File: config.mk
export PLATFORM = sky130hd
export DESIGN_NAME = pipe_pal_ingress
export DESIGN_NICKNAME = d
export VERILOG_FILES = /design/src/rtl/pipe_pal_ingress.sv
export SDC_FILE = /design/constraint.sdc
export NUM_CORES = 1
export LEC_CHECK = 0
export BUFFER_PORTS_ARGS = -buffer_cell sky130_fd_sc_hd__clkbuf_2
export CAP_MARGIN = 20
export CORE_UTILIZATION = 30
export DETAILED_ROUTE_END_ITERATION = 12
export PLACE_DENSITY = 0.49
export SKIP_LAST_GASP = 1
export SYNTH_ARGS = -nofsm -noshare
export SYNTH_HDL_FRONTEND = slang
export SYNTH_SLANG_ARGS = --single-unit
File: constraint.sdc
create_clock -name i_clk -period 4.8 [get_ports i_clk]
set_input_delay 0.96 -clock i_clk [delete_from_list [all_inputs] [get_ports i_clk]]
set_output_delay 0.96 -clock i_clk [all_outputs]
set_load 0.05 [all_outputs]
File: src/rtl/pipe_pal_ingress.sv
// pipe_pal_ingress: elastic valid/ready input buffer feeding the pipe_pal stage.
// A DEPTH-entry circular buffer with wrap-bit pointers absorbs producer bursts
// and hides downstream stalls. Status outputs report occupancy.
// Optional build macro: PIPE_PAL_INGRESS_BYPASS_EN enables a fall-through path
// that presents s_data on m_data in the same cycle while the buffer is empty.
module pipe_pal_ingress #(
  parameter int W_DATA = 32,
  parameter int DEPTH  = 4,
  localparam int W_PTR = $clog2(DEPTH)
) (
  input  logic              i_clk,
  input  logic              reset,
  input  logic              s_valid,
  output logic              s_ready,
  input  logic [W_DATA-1:0] s_data,
  output logic              m_valid,
  input  logic              m_ready,
  output logic [W_DATA-1:0] m_data,
  output logic [W_PTR:0]    o_count,
  output logic              o_full,
  output logic              o_empty
);

  logic [W_DATA-1:0] mem [DEPTH];
  logic [W_PTR:0]    wr_ptr;
  logic [W_PTR:0]    rd_ptr;
  logic              buf_empty;
  logic              buf_full;
  logic              push;
  logic              pop;
  logic              pass_through;

  // Status flags come purely from the pointer registers; the wrap bit tells
  // a full buffer apart from an empty one when the index bits match.
  always_comb begin
    buf_empty = (wr_ptr == rd_ptr);
    buf_full  = (wr_ptr[W_PTR-1:0] == rd_ptr[W_PTR-1:0]) &&
                (wr_ptr[W_PTR] != rd_ptr[W_PTR]);
    o_empty   = buf_empty;
    o_full    = buf_full;
    o_count   = wr_ptr - rd_ptr;
    s_ready   = !buf_full && !reset;
  end

`ifdef PIPE_PAL_INGRESS_BYPASS_EN
  // Consumer side with fall-through: an empty buffer forwards the producer
  // word directly, and a word taken that same cycle never touches storage.
  always_comb begin
    m_valid      = 1'b0;
    m_data       = '0;
    pass_through = 1'b0;
    if (!buf_empty) begin
      m_valid = 1'b1;
      m_data  = mem[rd_ptr[W_PTR-1:0]];
    end else if (s_valid && !reset) begin
      m_valid      = 1'b1;
      m_data       = s_data;
      pass_through = m_ready;
    end
    push = s_valid && s_ready && !pass_through;
    pop  = !buf_empty && m_ready;
  end
`else
  // Consumer side: the head word is shown only when stored, and the data bus
  // is held at zero while nothing is valid.
  always_comb begin
    m_valid      = !buf_empty;
    m_data       = '0;
    pass_through = 1'b0;
    if (!buf_empty) begin
      m_data = mem[rd_ptr[W_PTR-1:0]];
    end
    push = s_valid && s_ready;
    pop  = m_valid && m_ready;
  end
`endif

  // Pointer registers; reset discards any buffered words by re-aligning both.
  always_ff @(posedge i_clk) begin
    if (reset) begin
      wr_ptr <= '0;
      rd_ptr <= '0;
    end else begin
      if (push) begin
        wr_ptr <= wr_ptr + 1'b1;
      end
      if (pop) begin
        rd_ptr <= rd_ptr + 1'b1;
      end
    end
  end

  // Storage array is not reset; stale contents are never visible because
  // the read mux is gated by the empty flag.
  always_ff @(posedge i_clk) begin
    if (push) begin
      mem[wr_ptr[W_PTR-1:0]] <= s_data;
    end
  end

endmodule

==> implementation parameters, run 1 <==
Parameter                              Value

Critical path
  End of the worst register-to-register path ... mem[3][18]
  CP peak stage delay ... 670 ps
  Endpoint arrival time on the critical path ... 2800 ps
  Cell chain of the critical path ... inv_1 -> ha_1 -> nand2_2 -> nor2_4 -> buf_4 -> nor2b_1 -> clkbuf_2
  Required @ worst endpoint ... 3840 ps
  Max Fanout on Critical Path ... 24
  CP endpoint kind ... output port
  FF-to-FF setup slack ... 2090 ps
  Reg2Reg Launch Point ... wr_ptr[0]
  Critical path startpoint category ... register
  Cell type of the slowest stage on the worst timing path ... nor2_4
  Critical setup path kind ... register to output port
  Cells on worst reg2reg path ... 5

Yosys
  Number of synthesized register bits ... between 100 and 150
  Distinct cell type count after synthesis ... 31
  Syn Nets ... 315
  FFs w/ async S/R, synth ... 0%
  Number of flops mapped to enable cells by yosys ... 128
  Average instance area after synthesis ... 20.2 µm²
  Post-synthesis cell count ... between 200 and 300
  Dominant cell by count in the synthesized netlist ... edfxtp_1
  Commonest register cell after synthesis ... edfxtp_1
  Share of Yosys cell area claimed by the top area cell type ... between 70% and 80%
  Netlist Area Pre-Place ... 5480 µm²
  Most numerous cell types in the synthesized netlist ... edfxtp_1, mux4_2, nor2b_1
  Dominant cells by area after synthesis ... edfxtp_1, mux4_2, nor2b_1, dfxtp_1, ha_1
  Number of warnings reported in the yosys synthesis log ... 0
  Post-synthesis cell type with the largest combined area ... edfxtp_1
  Portion of the post-synthesis area used by sequential elements ... 73.0%

Timing
  Final Cycle Share ... 78.3%
  Post-route clock skew ... between 6 and 7 ps
  Total negative setup slack ... 0 ps
  Unrepaired setup endpoints after global routing ... false
  Slew at the pin with the worst max-slew slack ... 948 ps
  Final number of setup-violating endpoints ... 0
  Number of hold violations in the final report ... 0
  Shortest period the worst path allows ... 3760 ps
  Headroom to the max-slew limit ... between 30% and 40%
  Count of final max-slew check failures ... 0
  Maximum operating frequency ... 266 MHz

Place
  Count of buffers inserted at the top-level ports ... between 70 and 80
  HPWL reported at the end of detailed placement ... 6380 µm
  Final Wtd Congestion ... 0.752

Route
  Met2 WL ... 5650 µm
  Count of unresolved DRC violations after routing ... 0
  Number of detailed-routing iterations run before antenna repair ... 5
  Starting DRT DRC Count ... slightly below 100
  Detail Route met3 WL ... 483 µm
  Routed len/inst ... ~18 µm
  Routed via count ... 2,756
  Total wirelength of the detailed-routed design ... 10,900 µm
  Detail Route Antenna Nets ... 0
  Detail-routed via count per cell ... 4.62
  Routed met1 length ... 4660 µm
  Highest layer used for signal routing ... met4

Die
  Rows ... a little under 50
  Std-Cell Core Area ... roughly 18,000 µm²
  Area of the die ... 18,800 µm²
  Die Wd ... 137 µm
  Num ports ... 75
  Die extent in y ... approximately 140 µm
  Effective utilization at floorplan ... 30.5%

Finish
  Area Overhead vs Synth ... 21.8%
  Antenna Cells ... 0
  Fraction of layout instances using a drive strength above 1 ... 41.7%
  Fill count ... 1,697
  Count of nets after finishing ... approximately 400

Clock network
  Maximum clock path buffer count ... 2
  Clock network latency to the later pin of the worst-skew pair ... 410 ps
  Clock slew at the register clock pins of the worst setup and hold paths ... 60 ps
  Cell at the root of the clock tree ... clkbuf_16
  Post-CTS Setup Repair Bufs ... 0
  Number of cells upsized or downsized after cts ... 0
  CTS HTree Levels ... 4
  Clock tree from TritonCTS ... yes
  Count of clock tree sinks ... 136
  CTS hold repair buffers ... 0
  Clock buffer count from CTS ... 17

Flow run
  Max-cap check violation count ... 0

GRT
  Leftover overflow at the end of global routing ... 0
  Via count of the first global-routing pass ... 2,958
  Number of antenna violations at the first check in global routing ... 0
  Wire length of the first global-routing pass ... between 15,000 and 20,000 µm
  Global Route Usage Sum ... 12.7%
  Maximum number of pins on one net before global-route repair ... 33

Min path
  Worst Hold Launch ... rd_ptr[2]
  Count of cells along the worst hold path ... 2
  Path type of the worst min-delay path ... register to register
  Worst Hold Endpoint ... rd_ptr[2]

Run status
  Run status ... complete, no violations
worst max path at each step:
stage / slack, ps / from / to
after detailed placement: 1410 / wr_ptr[0] / m_data[10]
after floorplan: 1450 / reset / mem[0][0]
after CTS: 950 / wr_ptr[0] / m_data[0]
after global placement: 1500 / wr_ptr[0] / m_data[0]
final: 1040 / wr_ptr[0] / m_data[2]
after global routing: 810 / wr_ptr[0] / m_data[0]
metal layers:
layer	vias up	GRT usage [%]
met3	14	4.16
li1	1263	-
met2	64	21.5
met1	1415	14.6
met4	0	5.68
met5	-	0
through the flow:
stage / instance area, µm² / setup WS, ps / utilization, % / std cells / hold WS, ps
global route: 6680 / 808 / 37.2 / 596 / 621
detailed placement: 6070 / 1410 / 33.8 / 564 / 571
finish: 6680 / 1040 / 37.2 / 596 / 573
CTS: 6680 / 946 / 37.2 / 596 / 581
floorplan: 5480 / 1450 / - / 271 / 512
global placement: 6070 / 1500 / 33.8 / 564 / 567
registers in the layout, indices dropped and copies added (netlist names), named ones only:
name and cells:
rd_ptr 3, mem 128, wr_ptr 3
layout make-up:
type                    count  area [µm²]  area share [%]
clock buffers              19         433            6.48
clock inverters            13         179            2.68
inverters                   7        26.3           0.393
multi-input cells         116        1360            20.4
flip-flops and latches    136        4010            60.0
well taps                 229         287            4.29
repair buffers             76         385            5.77
cell usage in the layout, fill, tap and decap left out, drive strengths merged, types with 4 or more instances in the layout:
cell and count:
o311ai 4, nand2 6, clkbuf 93, inv 6, mux4 32, ha 7, nor2b 31, and3 4
dfxtp 8, bufinv 4, a31oi 4, clkinv 9, nand4 6, edfxtp 128
logic make-up after synthesis:
family,share of synthesized area [%]
buf+inv,2.35
fa+ha+maj,1.96
xor+xnor,0.616
compound gates,1.55
simple gates,7.37
mux,13.1
flops,73.0
worst max-delay path: cells and delay by family (launching register included):
family,cells,cell delay (ps)
fa+ha+maj,1,350
buf+inv,3,700
flops,1,420
simple gates,3,920
Power of run 1 is not shown: default switching activity piles up to over one toggle a cycle in this logic, so the estimate is an artifact.
==> run 2, diff against run 1 <==
--- a/config.mk
+++ b/config.mk
@@ -5,6 +5,7 @@
 export SDC_FILE = /design/constraint.sdc
 export NUM_CORES = 1
 export LEC_CHECK = 0
+export ABC_AREA = 1
 export BUFFER_PORTS_ARGS = -buffer_cell sky130_fd_sc_hd__clkbuf_2
 export CAP_MARGIN = 20
 export CORE_UTILIZATION = 30
==> constraint.sdc (replaced) <==
create_clock -name i_clk -period 3.6 [get_ports i_clk]
set_input_delay 0.72 -clock i_clk [delete_from_list [all_inputs] [get_ports i_clk]]
set_output_delay 0.72 -clock i_clk [all_outputs]
set_load 0.05 [all_outputs]
==> run 2 against run 1 <==
Clock skew down 3.2 ps. Sequential cell count unchanged. Sequential share of layout area up 0.38 points. Hold slack worse by 47 ps. Utilization down 0.24 points. Synthesized area up 0.43%. Critical path depth up 1. Setup slack worse by 720 ps. Die area up 0.42%. Wire length up 13%. First-iteration DRC count up 77%. Largest cell class unchanged.
==> implementation parameters, run 2 <==
Parameter                              Value

Clock network
  Clock tree from TritonCTS ... yes
  Cell at the root of the clock tree ... clkbuf_16
  CTS hold repair buffers ... 0 (unchanged)
  Count of clock tree sinks ... 136 (unchanged)
  CTS HTree Levels ... 4 (unchanged)
  Number of cells upsized or downsized after cts ... 0 (unchanged)
  Clock slew at the register clock pins of the worst setup and hold paths ... 60 ps (about the same)
  Maximum clock path buffer count ... 2 (unchanged)
  Clock buffer count from CTS ... 17 (unchanged)
  Post-CTS Setup Repair Bufs ... 0 (unchanged)
  Clock network latency to the later pin of the worst-skew pair ... 410 ps (about the same)

Critical path
  Cell chain of the critical path ... inv_1 -> ha_1 -> nand2_1 -> inv_1 -> nand3_4 -> inv_2 -> a21oi_1 -> clkbuf_2
  Critical setup path kind ... register to output port
  Cell repeated most along the worst path ... inv_1
  Critical path startpoint category ... register
  Required @ worst endpoint ... 2880 ps (-960 ps)
  Cell type of the slowest stage on the worst timing path ... inv_2
  Endpoint arrival time on the critical path ... 2560 ps (-240 ps)
  Max Fanout on Critical Path ... 33 (+38%)
  CP endpoint kind ... output port
  CP peak stage delay ... 590 ps (-80 ps)

Place
  Final Wtd Congestion ... 0.764 (+1.6%)
  HPWL reported at the end of detailed placement ... 7270 µm (+14%)
  Count of buffers inserted at the top-level ports ... 74 (unchanged)
  Post-DP Area ... 6130 µm² (+1.1%)
  Placement Setup Slack ... 716 ps (-689 ps)

Yosys
  Netlist Area Pre-Place ... 5510 µm² (+0.43%)
  Syn Nets ... 494 (+57%)
  Number of flops mapped to enable cells by yosys ... 128 (unchanged)
  Post-synthesis cell type with the largest combined area ... edfxtp_1
  Share of Yosys cell area claimed by the top area cell type ... 69.8% (-0.30 points)
  Commonest register cell after synthesis ... edfxtp_1
  Most numerous cell types in the synthesized netlist ... nor2_1, edfxtp_1, a21oi_1
  Portion of the post-synthesis area used by sequential elements ... 72.7% (-0.32 points)
  Dominant cells by area after synthesis ... edfxtp_1, nor2_1, a21oi_1, o21ai_0, o21ai_1
  Average instance area after synthesis ... 12.2 µm² (-40%)
  Distinct cell type count after synthesis ... 20 (-35%)
  FFs w/ async S/R, synth ... 0% (unchanged)
  Dominant cell by count in the synthesized netlist ... nor2_1
  Post-synthesis cell count ... 450 (+66%)
  Number of warnings reported in the yosys synthesis log ... 0 (unchanged)
  Number of synthesized register bits ... 136 (unchanged)

Die
  Num ports ... 75 (unchanged)
  Rows ... 49 (unchanged)
  Std-Cell Core Area ... 18,000 µm² (unchanged)
  Die Wd ... 137 µm (+0.21%)
  Die extent in y ... 137 µm (+0.21%)
  Area of the die ... 18,900 µm² (+0.42%)
  Effective utilization at floorplan ... 30.7% (+0.13 points)

GRT
  Number of antenna violations at the first check in global routing ... 1 (+1)
  Via count of the first global-routing pass ... 3,539 (+20%)
  Maximum number of pins on one net before global-route repair ... 65 (+97%)
  Leftover overflow at the end of global routing ... 0 (unchanged)
  Wire length of the first global-routing pass ... 19,100 µm (+15%)
  Global Route Usage Sum ... 14.0% (+1.3 points)

Route
  Total wirelength of the detailed-routed design ... 12,300 µm (+13%)
  Routed via count ... 3,518 (+28%)
  Detail Route Antenna Nets ... 0 (unchanged)
  Count of unresolved DRC violations after routing ... 0 (unchanged)
  Starting DRT DRC Count ... 172 (+77%)
  Routed len/inst ... 16.0 µm (-13%)
  Detail-routed via count per cell ... 4.56 (-1.3%)
  Number of detailed-routing iterations run before antenna repair ... 4 (-1)

Timing
  Unrepaired setup endpoints after global routing ... false
  Count of final max-slew check failures ... 0 (unchanged)
  Maximum operating frequency ... 305 MHz
  Number of hold violations in the final report ... 0 (unchanged)
  Worst Slack Setup Final ... 323 ps (-720 ps)
  Slew at the pin with the worst max-slew slack ... 986 ps (+38.1 ps)
  Post-route clock skew ... 3.56 ps (-3.15 ps)
  Shortest period the worst path allows ... between 3000 and 4000 ps
  Final number of setup-violating endpoints ... 0 (unchanged)
  Headroom to the max-slew limit ... 34.2% (-2.6 points)
  Final Cycle Share ... 91.0%
  Total negative setup slack ... 0 ps (unchanged)
  Worst hold slack ... 526 ps (-46.8 ps)

Pwr
  Total power per unit cell area ... 708 nW/µm²
  Worst vdd rail ir drop ... about 0.53 mV
  Final Power ... between 4000 and 5000 µW
  Leakage dissipation ... 0.00245 µW

Finish
  Most common library cell in the layout ignoring fill and taps ... nor2_1
  Flip-flop count of the largest register, all copies and words added ... 128 (unchanged)
  Post-layout instance area ... 6640 µm² (-0.64%)
  Count of nets after finishing ... 573 (+44%)
  Leading cell types in the layout, fill and taps excluded ... nor2_1, edfxtp_1, clkbuf_2
  Area Overhead vs Synth ... 20.5%
  Fraction of layout instances using a drive strength above 1 ... 22.0% (-20 points)

Flow run
  Max-cap check violation count ... 0 (unchanged)

Run status
  Run status ... complete, no violations

Min path
  Path type of the worst min-delay path ... input port to register
==> run 2: cell count changes in the layout (fill, tap and decap cells not counted), sizes merged, moves of 8 or more <==
| cell | change |
|---|---|
| nor2b | -31 |
| nand2 | +8 |
| a21oi | +33 |
| mux4 | -32 |
| nor2 | +136 |
| o21ai | +66 |
| inv | +14 |
==> run 2: area by class of cell <==
cell class,instances,area (µm²)
Tap cell,229,287
Clock buffer,21,440
Timing Repair Buffer,83,475
Clock inverter,10,57.6
Sequential cell,136,4010
Fill cell,1755,11300
Inverter,20,75.1
Antenna cell,1,2.50
Multi-Input combinational cell,271,1290
==> run 2: cells by family (layout without fill, tap and decap cells) <==
| logic type | after synthesis | after routing | synth area share [%] |
|---|---|---|---|
| AOI/OAI and AO/OA | 100 | 100 | 9.09 |
| xor gates and xnor gates | 2 | 2 | 0.318 |
| adders and majority gates | 8 | 8 | 1.95 |
| buffers and inverters | 43 | 134 | 4.41 |
| DFF | 136 | 136 | 72.7 |
| other | 0 | 1 | 0 |
| and+or+nand+nor | 161 | 161 | 11.5 |
==> run 2: path summary, 6_finish.rpt <==
| path | to | slack [ps] | startpoint | depth (start not counted) |
|---|---|---|---|---|
| worst max-delay path | m_data[31] | 320 | wr_ptr[0] | 8 |
| worst min-delay path | mem[3][11] | 530 | s_data[11] | 1 |
| worst max register to register | mem[2][15] | 1050 | wr_ptr[0] | 8 |
| worst min register to register | rd_ptr[2] | 530 | rd_ptr[2] | 2 |
==> run 2: power breakdown <==
group	leakage [µW]	switching (µW)	internal, µW	total [µW]
Sequential	0.00123	19.6	1780	1800
Combinational	0.000987	1120	298	1420
Clock	0.000234	616	863	1480
Total	0.00245	1760	2940	4700
==> run 2: metal layers <==
| metal | vias up | part of all wire (%) | GRT usage (%) | wire length (µm) |
|---|---|---|---|---|
| li1 | 1729 | - | - | - |
| met1 | 1684 | 44 | 16.5 | 5440 |
| met2 | 89 | 49 | 23.5 | 5990 |
| met3 | 16 | 5.4 | 4.16 | 666 |
| met4 | 0 | 1.9 | 6.23 | 232 |
| met5 | - | 0 | 0 | 0 |
==> run 2: worst max-delay path: cells and delay by family (launching register included) <==
kind                     cells  cell delay (ps)
buffers and inverters        4             1110
adder cells (fa/ha/maj)      1              300
flip-flops                   1              380
AO/OA/AOI/OAI                1              180
AND/OR/NAND/NOR              2              160
==> run 2: metrics by stage <==
step	instances	utilization, %
final	771	36.9
after CTS	770	36.9
after detailed placement	739	34.2
after global placement	739	34.2
after global routing	770	36.9
after floorplan	450	-
Power figures use the tool's default switching activity.
==> run 3, diff against run 2 <==
--- a/config.mk
+++ b/config.mk
@@ -5,7 +5,6 @@
 export SDC_FILE = /design/constraint.sdc
 export NUM_CORES = 1
 export LEC_CHECK = 0
-export ABC_AREA = 1
 export BUFFER_PORTS_ARGS = -buffer_cell sky130_fd_sc_hd__clkbuf_2
 export CAP_MARGIN = 20
 export CORE_UTILIZATION = 30
==> run 3 against run 2 <==
Global-route usage decreased by 1.5 points. Critical endpoint unchanged. Non-clock buffer count unchanged. Largest cell class unchanged. Sequential cell count unchanged. Wire length decreased by 12%. Die area decreased by 0.42%. First-iteration DRC count decreased by 16%.
==> implementation parameters, run 3 (same netlist as run 1, synthesis figures left out) <==
Parameter                              Value

Finish
  Leading cell types in the layout, fill and taps excluded ... edfxtp_1, clkbuf_2, mux4_2
  Fraction of layout instances using a drive strength above 1 ... 41.3% (+19 points)
  Count of nets after finishing ... 405 (-29%)
  Antenna Cells ... 0 (-1)
  Most common library cell in the layout ignoring fill and taps ... edfxtp_1
  Core occupancy in the finished layout ... 37.6% (+0.70 points)
  Flip-flop count of the largest register, all copies and words added ... 128 (unchanged)
  Area Overhead vs Synth ... 23.3%

Min path
  Path type of the worst min-delay path ... input port to register
  Worst Hold Launch ... s_data[16]

Timing
  Final number of setup-violating endpoints ... 0 (unchanged)
  Slew at the pin with the worst max-slew slack ... 777 ps (-209 ps)
  Worst hold slack ... 530 ps (+3.56 ps)
  Final Cycle Share ... 89.1% (-1.9 points)
  Shortest period the worst path allows ... 3210 ps (-67.7 ps)
  Maximum operating frequency ... 312 MHz (+2.1%)
  Worst Slack Setup Final ... 391 ps (+67.7 ps)
  Count of final max-slew check failures ... 0 (unchanged)
  Headroom to the max-slew limit ... 48.2% (+14 points)
  Total negative setup slack ... 0 ps (unchanged)
  Post-route clock skew ... 6.24 ps (+2.68 ps)
  Unrepaired setup endpoints after global routing ... false
  Number of hold violations in the final report ... 0 (unchanged)

GRT
  Leftover overflow at the end of global routing ... 0 (unchanged)
  Global Route Usage Sum ... 12.6% (-1.5 points)
  Wire length of the first global-routing pass ... 16,500 µm (-13%)
  Via count of the first global-routing pass ... 2,876 (-19%)
  Maximum number of pins on one net before global-route repair ... 27 (-58%)
  Number of antenna violations at the first check in global routing ... 0 (-1)

Route
  Detail-routed via count per cell ... 4.63 (+1.5%)
  Count of unresolved DRC violations after routing ... 0 (unchanged)
  Detail Route met3 WL ... 503 µm (-24%)
  Number of detailed-routing iterations run before antenna repair ... 4 (unchanged)
  Total wirelength of the detailed-routed design ... 10,900 µm (-12%)
  Highest layer used for signal routing ... met4
  Starting DRT DRC Count ... 145 (-16%)
  Routed len/inst ... 18.1 µm (+13%)
  Met2 WL ... 5430 µm (-9.3%)
  Routed met1 length ... 4790 µm (-12%)
  Routed via count ... 2,787 (-21%)
  Detail Route Antenna Nets ... 0 (unchanged)

Critical path
  Critical setup path kind ... register to output port
  Reg2Reg Launch Point ... wr_ptr[0]
  Required @ worst endpoint ... 2880 ps (about the same)
  FF-to-FF setup slack ... 1010 ps (-40 ps)
  Critical path startpoint category ... register
  CP endpoint kind ... output port
  Endpoint arrival time on the critical path ... 2490 ps (-70 ps)
  Beginning of the critical path ... wr_ptr[0]
  Max Fanout on Critical Path ... 25 (-24%)

Place
  Count of buffers inserted at the top-level ports ... 74 (unchanged)
  Final Wtd Congestion ... 0.696 (-8.9%)
  Placement Setup Slack ... 783 ps (+66.9 ps)
  HPWL reported at the end of detailed placement ... 6770 µm (-7.0%)

Die
  Num ports ... 75 (unchanged)
  Die extent in y ... 137 µm (-0.21%)
  Die Wd ... 137 µm (-0.21%)
  Area of the die ... 18,800 µm² (-0.42%)
  Effective utilization at floorplan ... 30.5% (-0.13 points)
  Rows ... 49 (unchanged)
  Std-Cell Core Area ... 18,000 µm² (unchanged)

Clock network
  Post-CTS Setup Repair Bufs ... 0 (unchanged)
  Cell at the root of the clock tree ... clkbuf_16
  Maximum clock path buffer count ... 2 (unchanged)
  Number of cells upsized or downsized after cts ... 0 (unchanged)
  Clock buffer count from CTS ... 17 (unchanged)
  CTS hold repair buffers ... 0 (unchanged)
  Clock slew at the register clock pins of the worst setup and hold paths ... 50 ps (about the same)
  Count of clock tree sinks ... 136 (unchanged)
  CTS HTree Levels ... 4 (unchanged)
  Clock network latency to the later pin of the worst-skew pair ... 410 ps (about the same)
  Clock tree from TritonCTS ... yes

Flow run
  Max-cap check violation count ... 0 (unchanged)

Run status
  Run status ... complete, no violations
## run 3: cell type report
class                           instances  area (µm²)
Clock inverter                         10         153
Clock buffer                           21         440
Inverter                                7        26.3
Timing Repair Buffer                   83         488
Multi-Input combinational cell        116        1360
Sequential cell                       136        4010
Tap cell                              229         287
Fill cell                            1657       11200
## run 3: final timing paths
check / end / cells after the start
max: m_data[31] / 7
max reg2reg: mem[2][2] / 6
min: mem[2][16] / 1
min reg2reg: wr_ptr[1] / 2
## run 3: metal layers
layer	track usage (%)	vias up
li1	-	1272
met1	15.4	1438
met5	0	-
met2	20.5	66
met3	3.86	11
met4	5.31	0
## run 3: through the flow
step	instance area, µm²	std cells
floorplan	5480	271
global placement	6170	571
detailed placement	6170	571
CTS	6760	602
global route	6760	602
finish	6760	602
## run 3: critical path, cell delays in order, from the launching register on
cell and delay (ps):
dfxtp_1 400, inv_1 110, ha_1 350, nand2_2 160
nor2_4 320, buf_12 250, and2b_2 240, clkbuf_2 230
Power of run 3 is left out for the same reason.
